==> src/rtl/uart_tx_engine.sv <==
// UART transmit engine: byte FIFO feeding an 8N1 serialiser.
// Define UART_TX_PARITY_EN to add an even-parity bit (8E1 frame).
module uart_tx_engine #(
    parameter int DIV_W   = 16,
    parameter int FIFO_AW = 2
) (
    input  logic               HCLK,
    input  logic               HRESETn,
    input  logic               en,
    input  logic [DIV_W-1:0]   baud_div,
    input  logic [7:0]         wdata,
    input  logic               wvalid,
    output logic               wready,
    output logic               tx,
    output logic               busy,
    output logic [FIFO_AW:0]   level
);

    localparam int DEPTH = 1 << FIFO_AW;

    typedef enum logic [2:0] {
        S_IDLE,
        S_START,
        S_DATA,
`ifdef UART_TX_PARITY_EN
        S_PARITY,
`endif
        S_STOP
    } state_t;

    state_t             r_state;
    logic [7:0]         r_mem [DEPTH];
    logic [FIFO_AW:0]   r_wptr;
    logic [FIFO_AW:0]   r_rptr;
    logic [DIV_W-1:0]   r_div;
    logic [DIV_W-1:0]   r_cnt;
    logic [7:0]         r_shift;
    logic [2:0]         r_bit;
    logic               r_tx;
`ifdef UART_TX_PARITY_EN
    logic               r_par;
`endif

    logic               w_full;
    logic               w_empty;
    logic               w_push;
    logic               w_pop;
    logic               w_tick;
    logic [DIV_W-1:0]   w_div_eff;
    logic [7:0]         w_head;

    assign w_full  = (r_wptr[FIFO_AW] != r_rptr[FIFO_AW]) &&
                     (r_wptr[FIFO_AW-1:0] == r_rptr[FIFO_AW-1:0]);
    assign w_empty = (r_wptr == r_rptr);
    assign w_push  = wvalid && !w_full;
    assign w_tick  = (r_cnt == '0);
    assign w_head  = r_mem[r_rptr[FIFO_AW-1:0]];

    // Divisors below 2 would collapse the down-counter, so clamp them.
    assign w_div_eff = (baud_div < DIV_W'(2)) ? DIV_W'(2) : baud_div;

    // A new frame may start from IDLE or straight out of a finished stop bit.
    assign w_pop = en && !w_empty &&
                   ((r_state == S_IDLE) || ((r_state == S_STOP) && w_tick));

    assign wready = !w_full;
    assign level  = r_wptr - r_rptr;
    assign tx     = r_tx;
    assign busy   = (r_state != S_IDLE);

    always_ff @(posedge HCLK or negedge HRESETn) begin
        if (!HRESETn) begin
            r_wptr <= '0;
            r_rptr <= '0;
            r_mem  <= '{default: '0};
        end else begin
            if (w_push) begin
                r_mem[r_wptr[FIFO_AW-1:0]] <= wdata;
                r_wptr <= r_wptr + 1'b1;
            end
            if (w_pop) begin
                r_rptr <= r_rptr + 1'b1;
            end
        end
    end

    always_ff @(posedge HCLK or negedge HRESETn) begin
        if (!HRESETn) begin
            r_state <= S_IDLE;
            r_tx    <= 1'b1;
            r_div   <= '0;
            r_cnt   <= '0;
            r_shift <= '0;
            r_bit   <= '0;
`ifdef UART_TX_PARITY_EN
            r_par   <= 1'b0;
`endif
        end else if (w_pop) begin
            r_state <= S_START;
            r_tx    <= 1'b0;
            r_div   <= w_div_eff;
            r_cnt   <= w_div_eff - DIV_W'(1);
            r_shift <= w_head;
            r_bit   <= '0;
`ifdef UART_TX_PARITY_EN
            r_par   <= ^w_head;
`endif
        end else if (r_state != S_IDLE) begin
            if (w_tick) begin
                r_cnt <= r_div - DIV_W'(1);
                unique case (r_state)
                    S_START: begin
                        r_state <= S_DATA;
                        r_tx    <= r_shift[0];
                    end
                    S_DATA: begin
                        if (r_bit == 3'd7) begin
`ifdef UART_TX_PARITY_EN
                            r_state <= S_PARITY;
                            r_tx    <= r_par;
`else
                            r_state <= S_STOP;
                            r_tx    <= 1'b1;
`endif
                        end else begin
                            r_bit   <= r_bit + 3'd1;
                            r_shift <= r_shift >> 1;
                            r_tx    <= r_shift[1];
                        end
                    end
`ifdef UART_TX_PARITY_EN
                    S_PARITY: begin
                        r_state <= S_STOP;
                        r_tx    <= 1'b1;
                    end
`endif
                    S_STOP: begin
                        r_state <= S_IDLE;
                        r_tx    <= 1'b1;
                    end
                    default: begin
                        r_state <= S_IDLE;
                        r_tx    <= 1'b1;
                    end
                endcase
            end else begin
                r_cnt <= r_cnt - DIV_W'(1);
            end
        end
    end

endmodule

==> config.mk <==
export PLATFORM = sky130hd
export DESIGN_NAME = uart_tx_engine
export DESIGN_NICKNAME = d
export VERILOG_FILES = /design/src/rtl/uart_tx_engine.sv
export SDC_FILE = /design/constraint.sdc
export NUM_CORES = 1
export LEC_CHECK = 0
export BUFFER_PORTS_ARGS = -buffer_cell sky130_fd_sc_hd__buf_4
export CAP_MARGIN = 20
export CORE_ASPECT_RATIO = 0.8
export CORE_MARGIN = 10
export CORE_UTILIZATION = 40
export CTS_BUF_LIST = sky130_fd_sc_hd__clkbuf_4 sky130_fd_sc_hd__clkbuf_8 sky130_fd_sc_hd__clkbuf_16
export DETAILED_ROUTE_END_ITERATION = 10
export PLACE_DENSITY = 0.68
export SLEW_MARGIN = 20
export SYNTH_ARGS = -nofsm -noshare
export SYNTH_HDL_FRONTEND = slang
export SYNTH_SLANG_ARGS = --single-unit
==> constraint.sdc <==
create_clock -name HCLK -period 5.9 [get_ports HCLK]
set_input_delay 1.18 -clock HCLK [delete_from_list [all_inputs] [get_ports HCLK]]
set_output_delay 1.18 -clock HCLK [all_outputs]
set_load 0.02 [all_outputs]
==> flow_summary.json <==
{
  "synthFlopType": "dfrtp_1",
  "syn_to_final_growth_pct": 15.1,
  "status": "finished clean",
  "reg2regPathDepth": 11,
  "ys_seq_elements": 84,
  "crit_chain": "ha_1 > nand2_1 > o211ai_2 > o21ai_4 > buf_4 > o21a_1 > ha_1 > o2111a_1 > and4_2 > a31oi_1 > o31ai_2",
  "post-route-min-period_ns": 4.01,
  "slew_viol_final": 0,
  "worstPathMaxFanout": 30,
  "setup_violations": 0,
  "hold_path.class": "reg2reg",
  "grt_pass1_vias": 3600,
  "end_kind": "flop",
  "vias": 3616,
  "cts_root_buf": "clkbuf_16",
  "cts_setup_buffers": 0,
  "yosys_warnings": 0,
  "critPathSlowestCell": "dfrtp_1",
  "synth.avg_cell_area_um2": 10.7,
  "crit_required_ns": 6.15,
  "diodes": 0,
  "grt_setup_unrepaired": "no",
  "fin_crit_sh_pct": 68.0,
  "cts_tree": "built",
  "netlist_instances": 436,
  "cpPeakStageDelay_ns": 0.76,
  "dieWidth_um": 141,
  "path_clk_slew_ns": 0.07,
  "synth_fp_nets": 479,
  "max_cap_viol_count": 0,
  "grt_usage_pct": 14.0,
  "tightest_slew_ns": 0.889,
  "yosysSeqAreaShare_pct": 45.0,
  "fmaxAchievable_ghz": 0.249,
  "grt_max_degree": 85,
  "crit_family": "compound AO/OA/AOI/OAI gates",
  "reg2reg_slack_ns": 1.89,
  "worst_setup_path_start_kind": "flop",
  "timing.rr.start": "r_rptr[0]",
  "h-tree-depth": 3,
  "cts.sinks": 84,
  "hpwl_mm": 8.12,
  "slew_headroom_pct": 40.5,
  "async_reset_ff_share_pct": 100,
  "worstHoldEndpoint": "r_div[11]",
  "r2r_end": "r_cnt[14]",
  "synth-edff-count": 0,
  "layout-drive-gt1-share_pct": 24.2,
  "io_pins": 34,
  "min_path_cells": 2,
  "die_h_um": 117,
  "ctsHoldBuffers": 0,
  "drc": 0,
  "dp.cells": 604,
  "antenna_found_initial": 0,
  "syn_area_um2": 4670,
  "core_region_area_um2": 11500,
  "cts_buffers": 9,
  "p_leak_nw": 2.37,
  "yosysMostFrequentCell": "dfrtp_1",
  "drt-pass1-iter-count": 5,
  "synth_area_leaders": "dfrtp_1, mux2_2, nand2_1",
  "post_cts_resize_count": 0,
  "grt.overflow.total": 0,
  "routed_via_density": 5.83,
  "peakVddDrop_uv": 144,
  "finClkSkew_ns": 0.00638,
  "yosys.area.top_type_share_pct": 44.5,
  "clk_latency_ns": 0.34,
  "final_nets": 510,
  "routedWlPerCell_um": 18.2,
  "yosys.area.top_type": "dfrtp_1",
  "postRouteAntennaNets": 0,
  "synth.top_cells.by_count": "dfrtp_1, nand2_1, mux2_2",
  "crit_buf_inv": 1,
  "cp.arrival_ns": 4.27,
  "synth_cell_types": 68,
  "cp_common_cell": "ha_1",
  "stdcell_count": 620,
  "p_per_area_nw_per_um2": 330,
  "drt_iter0_markers": 337,
  "clock_path_buffers": 2,
  "gp_congestion": 0.932,
  "hold_violations": 0,
  "fp-row-count": 35,
  "hp-start": "r_div[11]",
  "wirelength_mm": 11.3,
  "grt_pass1_wl_mm": 18.7,
  "path_class": "reg2reg",
  "die-area_um2": 16400,
  "initial_core_util_pct": 40.7,
  "port_buffers": 33,
  "tns_ns": 0
}
[worst max-delay path by stage]
stage               startpoint        end  slack (ns)  cells past startpoint
global route         r_rptr[0]  r_cnt[12]        1.57                     11
detailed placement          en  r_cnt[12]        1.75                     11
global placement            en  r_cnt[14]        1.87                     11
CTS                  r_rptr[0]  r_cnt[12]        1.88                     11
floorplan                   en  r_cnt[12]        2.40                     12
finish               r_rptr[0]  r_cnt[14]        1.89                     11
[where the power goes]
group / total [mW] / internal [mW] / switching (mW) / leakage, nW
clock network: 0.618 / 0.375 / 0.243 / 0.162
logic: 0.390 / 0.214 / 0.176 / 1.15
registers: 0.768 / 0.700 / 0.0678 / 1.06
total: 1.78 / 1.29 / 0.487 / 2.37
[sequential cells by signal, indices dropped and copies added (netlist names)]
name,count
r_state,2
r_bit,3
tx,1
r_cnt,16
r_shift,8
r_wptr,3
r_rptr,3
r_mem,32
r_div,16
[stage by stage]
| step | setup WS (ns) | hold slack [ns] | utilization [%] | power, mW | area (µm²) |
|---|---|---|---|---|---|
| after floorplan | 2.40 | 0.445 | - | 1.03 | 4670 |
| after global placement | 1.87 | 0.461 | 44.0 | 1.15 | 5050 |
| after detailed placement | 1.75 | 0.469 | 44.0 | 1.17 | 5050 |
| after CTS | 1.88 | 0.483 | 46.8 | 1.79 | 5370 |
| after global routing | 1.57 | 0.505 | 46.9 | 1.86 | 5380 |
| final | 1.89 | 0.481 | 46.9 | 1.78 | 5380 |
[layer usage]
metal	track usage, %	share of wire (%)	vias up	routed length (µm)
met5	0	0	-	0
met4	7.01	2.5	0	278
met3	2.40	6.0	23	683
met2	20.8	45	123	5070
met1	19.3	47	1791	5270
li1	-	-	1679	-
[layout by cell type (no fill, tap or decap), drive strengths merged, types with 5 or more instances in the layout]
| cell | n |
|---|---|
| dfrtp | 83 |
| nand2 | 81 |
| mux2 | 36 |
| buf | 35 |
| o21ai | 28 |
| a21oi | 16 |
| ha | 14 |
| nor3 | 14 |
| nor2 | 13 |
| inv | 12 |
| xnor2 | 11 |
| mux2i | 10 |
| clkbuf | 9 |
| nand4 | 9 |
| mux4 | 8 |
| o31ai | 7 |
| and2 | 6 |
| and4 | 6 |
| nor4 | 5 |
[cells by family (layout without fill, tap and decap cells)]
family          count (synthesis)  count (layout)  synth area share, %
simple gates                  147             147                 15.8
compound gates                 96              96                 15.1
flops                          84              84                 45.0
mux                            54              54                 14.7
buf+inv                        25              61                 2.30
xor+xnor                       15              15                 2.97
fa+ha+maj                      15              15                 4.18
[area by class of cell]
| cell class | instances | area [µm²] |
|---|---|---|
| Clock inverter | 7 | 98.8 |
| Inverter | 10 | 37.5 |
| Sequential cell | 84 | 2100 |
| Timing Repair Buffer | 35 | 267 |
| Tap cell | 148 | 185 |
| Fill cell | 1074 | 6100 |
| Clock buffer | 9 | 225 |
| Multi-Input combinational cell | 327 | 2460 |
[worst min-delay path: cells and delay by family (launching register included)]
family	cells	cell delay (ns)
flops	1	0.34
simple gates	2	0.11
(Power assumes the default switching activity.)
